## src/rtl/ppa_mw_sequencer_if.sv

```systemverilog
// Operand/result handshake bundle for the multi-word adder sequencer.
// The slave view belongs to the sequencer; the master view belongs to
// whoever produces operands and consumes results.
interface ppa_mw_sequencer_if #(
    parameter int WORDS = 4
);
    logic                  in_valid;
    logic                  in_ready;
    logic [16*WORDS-1:0]   a;
    logic [16*WORDS-1:0]   b;
    logic                  cin;
    logic                  out_valid;
    logic                  out_ready;
    logic [16*WORDS-1:0]   sum;
    logic                  cout;

    modport slave (
        input  in_valid, a, b, cin, out_ready,
        output in_ready, out_valid, sum, cout
    );

    modport master (
        output in_valid, a, b, cin, out_ready,
        input  in_ready, out_valid, sum, cout
    );
endinterface

```

## src/rtl/ppa_mw_sequencer.sv

```systemverilog
// Multi-word adder sequencer: a single 16-bit parallel-prefix adder (PPA)
// is reused once per 16-bit slice, least-significant slice first, with the
// slice carry-out registered and fed back as the next slice's carry-in.

// 16-bit Kogge-Stone parallel-prefix adder with carry-in.
module PPA (
    input  logic [15:0] A,
    input  logic [15:0] B,
    input  logic        Cin,
    output logic [15:0] S,
    output logic        Cout
);
    logic [15:0] g;
    logic [15:0] p;
    logic [16:0] c;

    // Four prefix levels (span 1, 2, 4, 8) build group generate/propagate,
    // then carry-in is folded in to form every bit's carry.
    always_comb begin
        g = A & B;
        p = A ^ B;
        for (int l = 0; l < 4; l++) begin
            g = g | (p & (g << (1 << l)));
            p = p & ((p << (1 << l)) | ((16'd1 << (1 << l)) - 16'd1));
        end
        c    = {g | (p & {16{Cin}}), Cin};
        S    = (A ^ B) ^ c[15:0];
        Cout = c[16];
    end
endmodule

// Sequencer top: captures wide operands, walks the slices, holds the result.
module ppa_mw_sequencer #(
    parameter int WORDS = 4
) (
    input  logic                     clk,
    input  logic                     rst_n,
    ppa_mw_sequencer_if.slave        bus
);
    localparam int N  = 16 * WORDS;
    localparam int IW = (WORDS > 1) ? $clog2(WORDS) : 1;

    typedef enum logic [1:0] {
        IDLE,
        RUN,
        DONE
    } state_t;

    state_t          state_q;
    state_t          state_d;
    logic [N-1:0]    a_reg;
    logic [N-1:0]    b_reg;
    logic [N-1:0]    sum_reg;
    logic            carry_reg;
    logic [IW-1:0]   idx;
    logic [15:0]     slice_s;
    logic            slice_cout;
    logic            last_slice;
    logic            accept;

    assign last_slice = (idx == IW'(WORDS - 1));
    assign accept     = bus.in_valid && (state_q == IDLE);

    // Handshake flags come from the state register alone, so neither
    // in_valid nor out_ready has a combinational path to an output.
    assign bus.in_ready  = (state_q == IDLE);
    assign bus.out_valid = (state_q == DONE);
    assign bus.sum       = sum_reg;
    assign bus.cout      = carry_reg;

    PPA u_ppa (
        .A    (a_reg[16*idx +: 16]),
        .B    (b_reg[16*idx +: 16]),
        .Cin  (carry_reg),
        .S    (slice_s),
        .Cout (slice_cout)
    );

    // State register; reset aborts any operation in flight.
    always_ff @(posedge clk or negedge rst_n) begin
        if (!rst_n) begin
            state_q <= IDLE;
        end else begin
            state_q <= state_d;
        end
    end

    // Next-state decode: accept, walk every slice, then wait for the consumer.
    always_comb begin
        state_d = state_q;
        case (state_q)
            IDLE: if (accept)        state_d = RUN;
            RUN:  if (last_slice)    state_d = DONE;
            DONE: if (bus.out_ready) state_d = IDLE;
            default:                 state_d = IDLE;
        endcase
    end

    // Operand capture and slice-by-slice accumulation of sum and carry.
    always_ff @(posedge clk or negedge rst_n) begin
        if (!rst_n) begin
            a_reg     <= '0;
            b_reg     <= '0;
            sum_reg   <= '0;
            carry_reg <= 1'b0;
            idx       <= '0;
        end else begin
            case (state_q)
                IDLE: begin
                    if (accept) begin
                        a_reg     <= bus.a;
                        b_reg     <= bus.b;
                        carry_reg <= bus.cin;
                        idx       <= '0;
                    end
                end
                RUN: begin
                    sum_reg[16*idx +: 16] <= slice_s;
                    carry_reg             <= slice_cout;
                    if (!last_slice) begin
                        idx <= idx + IW'(1);
                    end
                end
                default: begin
                end
            endcase
        end
    end
endmodule
```

## src/flat_wrapper.sv

```systemverilog
// flat-port wrapper written by rule: the top's interface ports become plain ports
module ppa_mw_sequencer_flat 
#(
    parameter int WORDS = 4
)
  (clk, rst_n, bus_in_valid, bus_a, bus_b, bus_cin, bus_out_ready, bus_in_ready, bus_out_valid, bus_sum, bus_cout);
  ppa_mw_sequencer_if #(.WORDS(WORDS)) bus_i ();
  input  logic clk;
  input  logic rst_n;
  input wire logic [$bits(bus_i.in_valid)-1:0] bus_in_valid;
  input wire logic [$bits(bus_i.a)-1:0] bus_a;
  input wire logic [$bits(bus_i.b)-1:0] bus_b;
  input wire logic [$bits(bus_i.cin)-1:0] bus_cin;
  input wire logic [$bits(bus_i.out_ready)-1:0] bus_out_ready;
  output wire logic [$bits(bus_i.in_ready)-1:0] bus_in_ready;
  output wire logic [$bits(bus_i.out_valid)-1:0] bus_out_valid;
  output wire logic [$bits(bus_i.sum)-1:0] bus_sum;
  output wire logic [$bits(bus_i.cout)-1:0] bus_cout;
  assign bus_i.in_valid = bus_in_valid;
  assign bus_i.a = bus_a;
  assign bus_i.b = bus_b;
  assign bus_i.cin = bus_cin;
  assign bus_i.out_ready = bus_out_ready;
  assign bus_in_ready = bus_i.in_ready;
  assign bus_out_valid = bus_i.out_valid;
  assign bus_sum = bus_i.sum;
  assign bus_cout = bus_i.cout;
  ppa_mw_sequencer #(.WORDS(WORDS)) u_core (.clk(clk), .rst_n(rst_n), .bus(bus_i));
endmodule
```

## config.mk

```make
export PLATFORM = sky130hd
export DESIGN_NAME = ppa_mw_sequencer_flat
export DESIGN_NICKNAME = d
export VERILOG_FILES = /design/src/rtl/ppa_mw_sequencer_if.sv /design/src/rtl/ppa_mw_sequencer.sv /design/src/flat_wrapper.sv
export SDC_FILE = /design/constraint.sdc
export NUM_CORES = 1
export LEC_CHECK = 0
export BUFFER_PORTS_ARGS = -buffer_cell sky130_fd_sc_hd__buf_2
export CAP_MARGIN = 10
export CORE_UTILIZATION = 55
export CTS_BUF_LIST = sky130_fd_sc_hd__clkbuf_8
export CTS_CLUSTER_SIZE = 28
export DETAILED_ROUTE_END_ITERATION = 12
export PLACE_DENSITY_LB_ADDON = 0.2
export SLEW_MARGIN = 20
export SYNTH_ARGS = -nofsm -noshare
export SYNTH_HDL_FRONTEND = slang
export SYNTH_SLANG_ARGS = --single-unit
export TNS_END_PERCENT = 100
```

## constraint.sdc

```tcl
create_clock -name clk -period 8.45 [get_ports clk]
set_input_delay 0.845 -clock clk [delete_from_list [all_inputs] [get_ports clk]]
set_output_delay 0.845 -clock clk [all_outputs]
set_load 0.05 [all_outputs]
```

== Yosys cells after proc, flatten, opt, wreduce, memory -nomap -nowiden ==
Cells that the tools add are included.

* Input port bits: 133
* Bits in registers: 197
* Output and inout port bits: 67
* Word-level logic and storage cells: 53

* Mux-type cells: 10
* $add $sub $neg: 2
* Shift operators: 4
* Eq/ne operators: 7
* Bitwise gates (word level): 17
* Reduce and logical (&&, ||, !) cells: 7

{| class="wikitable"
|+ Operators with widths
! operator !! number
|-
| bitwise AND 16 bit || 10
|-
| variable part select 64 x 7 -> 16 bit || 2
|-
| OR 16 bit || 5
|-
| bitwise mux 64 bit || 1
|-
| variable shift 16 x 34 -> 64 bit (first input constant) || 1
|-
| variable part select 16 x 34 -> 64 bit || 1
|-
| negation 6 -> 34 bit || 1
|-
| bitwise XOR 16 bit || 2
|-
| 2-to-1 mux 2 bit || 5
|-
| one-hot mux 2 bit (3 select lines) || 1
|-
| AND reduction 3 bit || 2
|-
| equality test 2 bit (second input constant) || 2
|-
| != test 2 x 1 -> 1 bit (second input constant) || 2
|-
| != test 2 bit (second input constant) || 2
|-
| one-hot mux 2 bit (2 select lines) || 1
|-
| AND reduction 2 bit || 2
|-
| adder 2 x 1 -> 2 bit (second input constant) || 1
|-
| equality test 2 x 1 -> 1 bit (second input constant) || 1
|-
| logical NOT 2 bit || 1
|-
| one-hot mux 1 bit (2 select lines) || 1
|-
| nonzero test 2 bit || 1
|-
| logical AND 1 bit || 1
|-
| 2-to-1 mux 1 bit || 1
|}

== Depth between registers and ports, before layout ==
* Depth after elaboration: 14
* Gate-level depth with buffers: 11
* Depth with buffers taken out: 8

== Hierarchy ==
Synthesis repeated with hierarchy kept, for this count alone.

* Cells, all modules: 719
* Area total of the unflattened synthesis: 9296.4 um^2

{| class="wikitable"
|+ Modules (own cells, without submodules)
! module !! sequential area each (um^2) !! instances !! area an instance (um^2) !! cells each
|-
| ppa_mw_sequencer || 4929.7 || 1 || 8383.0 || 595
|-
| PPA || 0.0 || 1 || 913.4 || 124
|}

== Least setup slack after synthesis ==
No wires, ideal clock.

* Kind: reg-to-reg
* Start point: reg u_core.idx[0]
* End point: reg u_core.sum_reg[24], in the netlist u_core.bus.sum[24]
* Setup slack: 5116 ps
* Setup time: 121 ps
* Stages on the path, launching flop included: 12
* Buffers on the path: 3
* Clock period less this slack: 3334 ps
* Required time: 8329 ps
* Arrival time: 3213 ps
* Path through: dfrtp_1 > clkbuf_1 > buf_2 > mux4_2 > ha_1 > buf_6 > a211o_1 > a31o_4 > a21oi_2 > o21ai_2 > xor2_1 > a22o_1

* Word-level cells in the longest chain between the ends: 14
* Elaborated cells on any way between the ends: 23
* Classes of those cells: 1 x add/sub; 4 x shift; 1 x mux; 17 x bitwise

{| class="wikitable"
|+ RTL lines
! item !! RTL line !! text
|-
| start: declaration || ppa_mw_sequencer.sv:55 || <nowiki>logic [IW-1:0] idx;</nowiki>
|-
| start signal: assignment || ppa_mw_sequencer.sv:121 || <nowiki>idx <= idx + IW'(1);</nowiki>
|-
| variable part select 64 x 7 -> 16 bit, on equally long branches || ppa_mw_sequencer.sv:72, ppa_mw_sequencer.sv:73 ||
|-
| bitwise XOR 16 bit || ppa_mw_sequencer.sv:21, ppa_mw_sequencer.sv:27 ||
|-
| bitwise AND 16 bit || ppa_mw_sequencer.sv:23 || <nowiki>g = g | (p & (g << (1 << l)));</nowiki>
|-
| OR 16 bit || ppa_mw_sequencer.sv:23 ||
|-
| bitwise AND 16 bit || ppa_mw_sequencer.sv:23 ||
|-
| OR 16 bit || ppa_mw_sequencer.sv:23 ||
|-
| bitwise AND 16 bit || ppa_mw_sequencer.sv:23 ||
|-
| OR 16 bit || ppa_mw_sequencer.sv:23 ||
|-
| bitwise AND 16 bit || ppa_mw_sequencer.sv:23 ||
|-
| OR 16 bit || ppa_mw_sequencer.sv:23 ||
|-
| OR 16 bit || ppa_mw_sequencer.sv:26 || <nowiki>c = {g | (p & {16{Cin}}), Cin};</nowiki>
|-
| bitwise XOR 16 bit || ppa_mw_sequencer.sv:27 || <nowiki>S = (A ^ B) ^ c[15:0];</nowiki>
|-
| variable part select 16 x 34 -> 64 bit || ppa_mw_sequencer.sv:118 || <nowiki>sum_reg[16*idx +: 16] <= slice_s;</nowiki>
|-
| bitwise mux 64 bit * || ppa_mw_sequencer.sv:118 ||
|-
| end signal: indexed assignment || ppa_mw_sequencer.sv:118 ||
|-
| end: declaration || ppa_mw_sequencer.sv:53 || <nowiki>logic [N-1:0] sum_reg;</nowiki>
|}

Every way passes the cells marked *; elsewhere a longest branch is shown, timed or not.
A chain may end at the register's enable or synchronous reset.

== Worst setup path after layout ==
* Start point: reg u_core.idx[0]
* End point: reg u_core.sum_reg[63], in the netlist u_core.bus.sum[63]

Same word-level chain as after synthesis.

==> metrics.md <==
| Metric | Value |
|---|---|
| Run status | finished, final reports clean |
| Die footprint | 16900 um^2 |
| TritonCTS sink count | 197 |
| Die Span X | 130 um |
| Post-synthesis sequential area ratio | 0.546 |
| Flip-flop cell with the highest count after synthesis | sky130_fd_sc_hd__dfrtp_1 |
| # Post-CTS Setup Buffers | 0 |
| Series of cell instances along the critical path | buf_4 -> mux4_2 -> ha_1 -> a41oi_1 -> o21ai_0 -> a21oi_1 -> a2111o_1 -> nand4_1 -> a22o_1 |
| Cell at the root of the clock tree | sky130_fd_sc_hd__clkbuf_8 |
| Hold Violations, Final | 0 |
| Average vias per placed instance | 5.84 |
| Via count | 6138 |
| Pin count of the biggest net entering global routing | 115 |
| Commonest non-fill, non-tap cells in the layout | sky130_fd_sc_hd__buf_2 (198), sky130_fd_sc_hd__dfrtp_1 (195), sky130_fd_sc_hd__mux2_2 (128), sky130_fd_sc_hd__a22o_1 (49), sky130_fd_sc_hd__nand2_1 (33) |
| 1st-pass router iterations | 4 |
| Most common cell after layout, fill and taps aside | sky130_fd_sc_hd__buf_2 |
| Number of buffers inserted for hold repair after clock tree synthesis | 0 |
| Clock insertion delay at the later pin of the skew report | 0.48 ns |
| Total Neg Setup Slack | 0 ns |
| Top cells by area in the synthesized netlist | sky130_fd_sc_hd__dfrtp_1 (55%), sky130_fd_sc_hd__mux2_2 (16%), sky130_fd_sc_hd__mux4_2 (8.0%) |
| Total global routing overflow | 0 |
| Maximum Capacitance Violations | 0 |
| Critical path launch point type | flip-flop |
| Arrival time worst endpoint | 4.07 ns |
| Placement Cell Area | 10200 um^2 |
| Die H | 130 um |
| Setup-violating endpoint count in the final report | 0 |
| Count of cell types in the netlist | 50 |
| Gate count after technology mapping | 638 |
| Fraction of layout cells with a size suffix above 1 | 0.486 |
| Number of remaining DRC errors | 0 |
| Worst-margin pin slew | 1.09 ns |
| Number of warnings issued by yosys | 0 |
| Maximum clock frequency | 0.270 GHz |
| Hold/Removal Path Class | primary input to asynchronous set/reset pin |
| Post-CTS sizing | 0 |
| Area growth, synth to finish | 16.4% |
| CTS Buf Count | 17 |
| Routed wirelength normalized by instance count | 19.9 um |
| Global-route wire length before repair | 33300 um |
| Aggregate global-route resource usage | 0.264 |
| Cell row count | 46 |
| Max-slew violation count | 0 |
| Global placement routability congestion | 0.876 |
| Cell area after layout | 10500 um^2 |
| Buffers added on ports | 199 |
| Via count of the first global-routing pass | 6183 |
| Share of Yosys cell area claimed by the top area cell type | 0.546 |
| TritonCTS clock tree | yes |
| Buffer levels on the longest clock path | 2 |
| Final worst path period need | 3.70 ns |
| Required arrival time at the worst endpoint | 8.82 ns |
| Starting DRT DRC Count | 356 |
| CP max FO | 30 |
| Starting density of the core | 0.567 |
| Critical-path cell with the highest stage delay | sky130_fd_sc_hd__dfrtp_2 |
| Cell accounting for the most synthesized area | sky130_fd_sc_hd__dfrtp_1 |
| Share of flip-flops with an asynchronous set or reset after synthesis | 1.00 |
| Total core area | 15900 um^2 |
| Post-detailed-routing wire length | 21000 um |
| Final period util | 0.438 |
| Initial antenna violation count | 2 |
| Number of register bits inferred by synthesis | 197 |
| Worst slew margin | 0.269 |
| Clock Pin Slew Worst Setup and Hold Paths | 0.09 ns |
| Peak per-stage delay on the critical path | 0.60 ns |
| Critical path capture point type | flip-flop |
| RSZ-0062 raised after global routing | no |
| Boundary Pins | 200 |
| Avg Synthesized Cell Area | 14.2 um^2 |
| Final worst clock skew | 0.0179 ns |
| Classification of the worst setup path | flip-flop to flip-flop |
| CTS H-Tree Depth | 4 |
| Cell area after synthesis | 9030 um^2 |
| DPL Wire Length | 15200 um |
| Net count of the finished layout | 978 |
| Antenna Violating Nets Remaining | 0 |
| EDFF count, synth | 0 |
| Synth Net Count | 795 |
through the flow:
stage,hold slack [ns],setup slack [ns],utilization,instances
3_3_place_gp,0.478,4.84,0.638,1018
2_1_floorplan,0.475,5.12,-,638
5_1_grt,0.523,4.53,0.659,1050
6_report,0.488,4.75,0.659,1051
4_1_cts,0.498,4.74,0.659,1049
3_5_place_dp,0.477,4.76,0.638,1018
kinds of logic (layout without fill, tap and decap cells):
logic type | count (synthesis) | in the layout | synth area share
flip-flops | 197 | 197 | 0.546
multiplexers | 161 | 161 | 0.240
other | 0 | 2 | 0
buffers and inverters | 48 | 243 | 0.0244
adder cells (fa/ha/maj) | 24 | 24 | 0.0341
AO/OA/AOI/OAI | 122 | 122 | 0.102
XOR/XNOR | 12 | 12 | 0.0133
AND/OR/NAND/NOR | 74 | 74 | 0.0398
synthesized netlist by cell type, drive strengths merged, types with 6 or more instances:
cell    number
dfrtp      197
mux2       128
a22o        49
nand2       33
mux4        32
buf         27
o21ai       27
ha          23
a21oi       18
clkbuf      12
inv          9
nand4        9
nor2         7
xnor2        7
nand3        6
per-layer routing:
metal,share of wire,up-vias,track usage,wire (um)
li1,-,2764,-,-
met4,0.020,2,0.0910,413
met3,0.062,36,0.0705,1310
met2,0.48,210,0.420,10100
met1,0.43,3126,0.351,9110
met5,0.00081,-,0,17
worst max-delay path: cells and delay by family, from the launching register on:
kind / cells / cell delay [ns]
mux: 1 / 0.57
simple gates: 1 / 0.20
compound gates: 5 / 1.22
flops: 1 / 0.60
buf+inv: 1 / 0.55
fa+ha+maj: 1 / 0.43
area by class of cell:
cell class | instances | area, um^2
fillers | 1204 | 5430
flip-flops and latches | 197 | 4930
multi-input cells | 393 | 3900
repair buffers | 203 | 1040
well taps | 216 | 270
clock buffers | 17 | 234
clock inverters | 14 | 101
inverters | 9 | 33.8
diodes | 2 | 5.00
path summary, 6_finish.rpt:
check	slack, ns	cells after the start	from	to
setup / recovery	4.75	9	u_core.idx[0]	u_core.bus.sum[63]
hold / removal	0.49	1	rst_n	u_core.bus.sum[16]
setup reg to reg	4.75	9	u_core.idx[0]	u_core.bus.sum[63]
hold reg to reg	0.49	2	u_core.bus.sum[33]	u_core.bus.sum[33]
max in group asynchronous	6.69	2	rst_n	u_core.a_reg[27]
min in group clk	0.49	2	u_core.bus.sum[33]	u_core.bus.sum[33]
Power is not shown: default switching activity piles up to over one toggle a cycle in this logic, so the estimate is an artifact.
